==> src/rtl/ex_resolve_stage.sv <==
// Execute-resolve stage: decodes write/memory/branch outcome of each ALU result,
// tracks the architectural carry and buffers resolved entries in a small FIFO.
module ex_resolve_stage #(
    parameter int DEPTH = 2
) (
    input  logic        clk,
    input  logic        rst_n,
    input  logic        in_valid,
    output logic        in_ready,
    input  logic [31:0] in_result,
    input  logic [2:0]  in_flags,
    input  logic [4:0]  in_control,
    input  logic [1:0]  in_br_type,
    input  logic [4:0]  in_rd,
    input  logic [31:0] in_pc,
    input  logic [31:0] in_offset,
    output logic        out_valid,
    input  logic        out_ready,
    output logic [31:0] out_result,
    output logic [4:0]  out_rd,
    output logic        out_we,
    output logic [1:0]  out_mem,
    output logic        out_br_taken,
    output logic [31:0] out_br_target,
    output logic        carry_q
);

    localparam int PTR_W = (DEPTH > 2) ? 2 : 1;
    localparam int ENT_W = 32 + 5 + 1 + 2 + 1 + 32;
    localparam logic [PTR_W:0] FULL = (PTR_W + 1)'(DEPTH);

    logic [PTR_W:0]   count_q, count_d;
    logic [PTR_W-1:0] wr_ptr_q, rd_ptr_q;
    logic             rdy_q;
    logic [ENT_W-1:0] buf_q [DEPTH];

    logic             push, pop;
    logic             we_d, taken_d, carry_d;
    logic [1:0]       mem_d;
    logic [31:0]      target_d;
    logic [ENT_W-1:0] entry_d, head;

    // rdy_q holds in_ready low until the first edge after reset release
    assign in_ready  = rdy_q & (count_q < FULL);
    assign out_valid = (count_q != '0);
    assign push      = in_valid & in_ready;
    assign pop       = out_valid & out_ready;

    always_comb begin
        we_d    = 1'b0;
        mem_d   = 2'd0;
        taken_d = 1'b0;
        carry_d = carry_q;
        if ((in_control >= 5'd1 && in_control <= 5'd10) ||
            (in_control >= 5'd16 && in_control <= 5'd18)) begin
            we_d = (in_rd != 5'd0);
        end
        case (in_control)
            5'd0: begin
                case (in_br_type)
                    2'd0:    taken_d = 1'b1;
                    2'd1:    taken_d = carry_q;
                    2'd2:    taken_d = ~carry_q;
                    default: taken_d = 1'b0;
                endcase
            end
            5'd11: taken_d = in_flags[2];
            5'd12: taken_d = in_flags[0];
            5'd13: taken_d = ~in_flags[0];
            5'd14: mem_d = 2'd1;
            5'd15: mem_d = 2'd2;
            5'd1, 5'd9: carry_d = in_flags[1];
            5'd2, 5'd3, 5'd4, 5'd5, 5'd6, 5'd7, 5'd8, 5'd10,
            5'd16, 5'd17, 5'd18: carry_d = 1'b0;
            default: ;
        endcase
        target_d = taken_d ? (in_pc + in_offset) : 32'd0;
        entry_d  = {in_result, in_rd, we_d, mem_d, taken_d, target_d};
    end

    always_comb begin
        count_d = count_q;
        case ({push, pop})
            2'b10:   count_d = count_q + 1'b1;
            2'b01:   count_d = count_q - 1'b1;
            default: count_d = count_q;
        endcase
    end

    always_ff @(posedge clk or negedge rst_n) begin
        if (!rst_n) begin
            count_q  <= '0;
            wr_ptr_q <= '0;
            rd_ptr_q <= '0;
            rdy_q    <= 1'b0;
            carry_q  <= 1'b0;
        end else begin
            rdy_q   <= 1'b1;
            count_q <= count_d;
            if (push) begin
                wr_ptr_q <= wr_ptr_q + 1'b1;
                carry_q  <= carry_d;
            end
            if (pop) begin
                rd_ptr_q <= rd_ptr_q + 1'b1;
            end
        end
    end

    always_ff @(posedge clk) begin
        if (push) begin
            buf_q[wr_ptr_q] <= entry_d;
        end
    end

    // Outputs are forced to zero whenever the head is empty, including under reset
    assign head = out_valid ? buf_q[rd_ptr_q] : '0;
    assign {out_result, out_rd, out_we, out_mem, out_br_taken, out_br_target} = head;

endmodule
==> config.mk <==
export PLATFORM = sky130hd
export DESIGN_NAME = ex_resolve_stage
export DESIGN_NICKNAME = d
export VERILOG_FILES = /design/src/rtl/ex_resolve_stage.sv
export SDC_FILE = /design/constraint.sdc
export NUM_CORES = 1
export LEC_CHECK = 0
export BUFFER_PORTS_ARGS = -buffer_cell sky130_fd_sc_hd__buf_2
export CAP_MARGIN = 15
export CORE_AREA = 3 3 126 128
export CTS_CLUSTER_DIAMETER = 50
export CTS_CLUSTER_SIZE = 10
export DETAILED_ROUTE_END_ITERATION = 7
export DIE_AREA = 0 0 129 131
export GPL_TIMING_DRIVEN = 0
export HOLD_SLACK_MARGIN = 0.02
export PLACE_DENSITY_LB_ADDON = 0.12
export SYNTH_ARGS = -nofsm -noshare
export SYNTH_HDL_FRONTEND = slang
export SYNTH_SLANG_ARGS = --single-unit
==> constraint.sdc <==
create_clock -name clk -period 6 [get_ports clk]
set_clock_uncertainty 0.05 [all_clocks]
set_input_delay 1.5 -clock clk [delete_from_list [all_inputs] [get_ports clk]]
set_output_delay 1.5 -clock clk [all_outputs]
set_load 0.02 [all_outputs]
==> Yosys cells after proc, flatten, opt, wreduce, memory -nomap -nowiden <==
Memories as Yosys holds them, arrays and structs flattened.
Index checks and enable logic that the tools add are counted.
Widths: inputs -> output; s select.
{ "word_totals": {"ff_bits": 6, "ram_bits": 146, "in_bits": 115, "out_inout_bits": 76, "word_cells": 65, "memories": 1} }
{ "mem_list": {"columns": ["memory", "depth", "word_bits", "read_ports", "rd_clocked_by_memory_dff", "write_ports", "line_no", "source"], "rows": [
  ["buf_q", 2, 73, 1, 0, 1, "35", "logic [ENT_W-1:0] buf_q [DEPTH];"]
]} }
{ "classes": {"add_sub_neg": 5, "n_lt_le_gt_ge": 5, "n_eq_ne": 22, "n_mux": 10, "n_bitwise": 5, "reduce_logical": 12} }
{ "ops": {"columns": ["op", "count"], "rows": [
  ["$mux 73", 1],
  ["$eq 5x4->1 const B", 8],
  ["$add 32x32->32", 1],
  ["$mux 32", 1],
  ["$eq 5x3->1 const B", 4],
  ["$eq 5x5->1 const B", 3],
  ["$reduce_or 11->1", 1],
  ["$eq 5x2->1 const B", 2],
  ["$pmux 2 s2", 2],
  ["$reduce_bool 2->1", 3],
  ["$eq 5x1->1 const B", 1],
  ["$ge 5x1->1 const B", 1],
  ["$ge 5x5->1 const B", 1],
  ["$le 5x4->1 const B", 1],
  ["$le 5x5->1 const B", 1],
  ["$logic_not 5->1", 1],
  ["$reduce_bool 5->1", 1],
  ["$eq 2x1->1 const B", 2],
  ["$eq 2x2->1 const B", 2],
  ["$pmux 1 s4", 1],
  ["$and 1x1->1", 3],
  ["$mux 1", 3],
  ["$pmux 1 s3", 1],
  ["$add 1x1->1 const B", 2],
  ["other kinds (10)", 12]
]} }

==> Logic depth before layout (Yosys ltp) <==
{ "logic_depth": {"word_depth": 5, "ltp_mapped": 9, "mapped_depth_nobuf": 9} }

==> Worst setup path after synthesis <==
OpenSTA, ideal clock, no wires.
{ "synth_path": {"path_type": "in2reg", "start": "input in_valid", "end": "memory buf_q[0][0] (netlist bit), enable pin", "setup_ps": 504, "arrival_time_ps": 4771, "slack_ps": 674, "stages": 3, "n_path_buf": 0, "cell_sequence": "and2_1 -> inv_1 -> nor2_1"} }
{ "synth_between": {"elab_chain_len": 3} }
{ "synth_rtl": {"columns": ["item", "line_no", "source"], "rows": [
  ["from (decl)", "8", "input logic in_valid,"],
  ["$and 1x1->1", "46", "assign push = in_valid & in_ready;"],
  ["$mux 1", "111", "if (push) begin"],
  ["$mux 1 (implied by the code)", "112", "buf_q[wr_ptr_q] <= entry_d;"],
  ["to (decl)", "35", null]
]} }
No other way between the ends.

==> Worst setup path in the final report <==
{ "layout_path": {"start": "register rd_ptr_q", "end": "output out_br_target[18]"} }
{ "layout_between": {"elab_chain_len": 2} }
{ "layout_rtl": {"columns": ["item", "line_no", "source"], "rows": [
  ["from (decl)", "33", "logic [PTR_W-1:0] wr_ptr_q, rd_ptr_q;"],
  ["from (signal assigned)", "105", "rd_ptr_q <= rd_ptr_q + 1'b1;"],
  ["$mem_v2 2x73", null, null],
  ["$mux 73", "117", "assign head = out_valid ? buf_q[rd_ptr_q] : '0;"],
  ["to (decl)", "24", "output logic [31:0] out_br_target,"]
]} }
No other way between the ends.

==> reports/metrics.yaml <==
final_layout:
  multi_input_area_mm2: 0.00326
  drive_gt1_share_pct: 27.8
  finish.utilization_pct: 65.6
  stdcell_count: 1074
  diodes: 0
  fin_nets: 1021
  areaGrowthSynthToFinish_pct: 23.9
  fillers: 1155
  seq_area_mm2: 0.00453
outcome:
  status: "completed"
floorplanning:
  num_rows: 45
  initial_core_util_pct: 53.0
  core_area_mm2: 0.0150
  dieArea_mm2: 0.0169
  boundaryPins: 191
  die_h_um: 131
  die_x_um: 129
hold_path:
  hp-class: "flip-flop to flip-flop"
global_route:
  globalRouteOverflowTotal: 0
  antenna_found_initial: 0
  grt_pass1_vias: 5596
  met1_usage_pct: 27.1
  use_met2_pct: 37.4
  met3_usage_pct: 3.78
  grt_max_degree: 43
  grtUsageTotal_pct: 21.2
  gr-max-usage-layer: "met2"
  grt_first_pass_wirelength_um: 27800
job:
  cap_violations: 0
synthesis:
  synthArstFlopShare_pct: 3.95
  synth_mux_area_share_pct: 10.1
  synth_edf_count: 146
  synth_cell_types: 59
  synth_top_family_by_area: "simple AND/OR/NAND/NOR gates"
  synth-simple-area-share_pct: 12.5
  synth_compound_area_share_pct: 10.7
  synth.avg_cell_area_um2: 12.0
  syn_inst: 662
  synth.net_count: 810
  synthAdderAreaFrac_pct: 5.30
  synth_area_leaders: "edfxtp_1, mux2i_1, nor2_1"
  ys_seq_area_share_pct: 57.2
  synth-xor-area-share_pct: 2.32
  syn_area_mm2: 0.00793
  yosysTopAreaCell: "edfxtp_1"
  ys.flop_type: "edfxtp_1"
  yosys_warnings: 0
  ys_ff_latch: 152
  yosysTopAreaCellShare_pct: 55.3
clock_tree:
  cts_tree: "built"
  cts_made_buffers: 17
  clk_path_buf_depth: 2
  post_cts_resized: 0
  cts_max_level: 4
  clock-sinks: 152
  cts_root_buf: "clkbuf_16"
  clk_latency_ps: 410
  post_cts_buffers: 0
  hold_buffers: 0
  clk_pin_slew_ps: 60
critical_path:
  slowest_stage: "buf_1"
  crit_type: "flip-flop to output pin"
  crit_chain: "clkbuf_1, buf_1, mux2i_1, nor2_1, buf_2"
  crit_buf_inv: 3
  slowest_delay_ps: 630
  crit_path_start_kind: "flip-flop"
  required_ps: 4450
  cp.arrival_ps: 2470
  critPathTopFamily: "buffers and inverters"
  cp_max_fo: 10
  cp-end-kind: "output pin"
timing:
  fin_crit_sh_pct: 67.0
  rsz0062_at_grt: "false"
  tns_ps: 0
  max_slew_margin_pct: 47.2
  slew_viol_final: 0
  finalHoldViolations: 0
  period_minus_slack_ps: 4020
  holdWs_ps: 460
  max_freq_mhz: 249
  finalSetupViolations: 0
  worst_pin_slew_ps: 790
placement:
  dp_hpwl_um: 13800
  io_buffer_count: 189
  dp_cells: 1042
  place.gp.congestion: 0.856
routing:
  viasPerCell: 5.44
  vias: 5842
  dr.pass1.iters: 5
  drt-initial-drc-count: 333
  wl_per_cell_um: 16.9
  drt-total-wl_um: 18200
  drt.antenna.violating_nets: 0
  drc: 0
power:
  leakagePower_nw: 3.99
  ir_worst_vdd_uv: 227
  power_density_mw_per_mm2: 415
-- report_power, final --
| group | total, mW | internal, mW | switching, mW |
|---|---|---|---|
| Sequential | 1.34 | 1.30 | 0.0403 |
| Clock | 1.13 | 0.737 | 0.396 |
| Combinational | 1.60 | 0.560 | 1.04 |
-- cell families (layout without fill, tap and decap cells) --
family,count (synthesis),count (layout)
AO/OA/AOI/OAI,122,122
XOR/XNOR,21,21
adder cells (fa/ha/maj),33,33
buffers and inverters,38,262
flip-flops,152,152
multiplexers,80,80
other,1,1
AND/OR/NAND/NOR,215,215
-- cell type report --
cell class                      count  area share (%)
Inverter                            8           0.305
Tap cell                          188            2.39
Clock buffer                       20            4.44
Timing Repair Buffer              192            10.3
Multi-Input combinational cell    472            33.2
Buffer                             30            1.23
Sequential cell                   152            46.1
Clock inverter                     12            2.02
-- registers in the layout, summed over array words and instances, names as in the netlist --
signal	cells
count_q	2
rd_ptr_q	1
buf_q	146
wr_ptr_q	1
carry_q	1
rdy_q	1
-- layer usage --
layer  up-vias  part of all wire, %
li1       2901                    -
met1      2734                   43
met2       182                   50
met3        25                  5.3
met4         0                  1.4
met5         -                    0
-- final timing paths --
| check | cells after the start | slack (ps) | endpoint | startpoint |
|---|---|---|---|---|
| worst max-delay path | 5 | 1980 | out_br_target[18] | rd_ptr_q |
| worst min-delay path | 1 | 460 | count_q[1] | count_q[1] |
| worst max register to register | 5 | 3550 | buf_q[1][4] | carry_q |
| worst min register to register | 1 | 460 | count_q[1] | count_q[1] |
| max in group asynchronous | 1 | 4900 | carry_q | rst_n |
| min in group asynchronous | 1 | 850 | count_q[0] | rst_n |
-- cell usage in the layout, fill, tap and decap left out, types with 4 or more instances in the layout --
| cell type | instances |
|---|---|
| a211oi_1 | 5 |
| a21o_1 | 8 |
| a21oi_1 | 36 |
| and2_1 | 6 |
| buf_1 | 7 |
| buf_2 | 196 |
| bufinv_16 | 5 |
| clkbuf_1 | 19 |
| clkbuf_16 | 17 |
| dfrtp_1 | 6 |
| edfxtp_1 | 146 |
| ha_1 | 32 |
| inv_1 | 8 |
| mux2i_1 | 80 |
| nand2_1 | 36 |
| nand2b_1 | 7 |
| nand3_1 | 11 |
| nand4_1 | 9 |
| nor2_1 | 109 |
| nor2b_1 | 4 |
| nor3_1 | 10 |
| nor3b_1 | 4 |
| o211ai_1 | 4 |
| o21a_1 | 13 |
| o21ai_0 | 16 |
| o31ai_1 | 6 |
| xnor2_1 | 10 |
| xor2_1 | 11 |
-- Yosys cell counts (all sizes together) (8+ instances only) --
| cell type | number |
|---|---|
| edfxtp | 146 |
| o21ai | 21 |
| clkbuf | 16 |
| inv | 8 |
| a21o | 8 |
| buf | 14 |
| o21a | 13 |
| nor2 | 110 |
| nand2 | 36 |
| nand4 | 9 |
| xnor2 | 10 |
| nand3 | 11 |
| a21oi | 38 |
| xor2 | 11 |
| mux2i | 80 |
| ha | 32 |
| nor3 | 11 |
-- worst register-to-register path: stages, from the launching register on --
cell     delay (ps)
dfrtp_1         420
mux2i_1         170
a22oi_1         560
buf_2           400
buf_1           430
nor2_1          160
-- metrics by stage --
stage                     total power, mW  setup slack (ps)  instance area [um2]
after floorplan                      2.45               674                 7930
after global placement               2.96             -1060                 9110
after detailed placement             2.98              1940                 9190
after CTS                            4.12              1920                 9830
after global routing                 4.29              1750                 9830
final                                4.08              1980                 9830
Note: power is estimated with default switching activity, not from simulation.
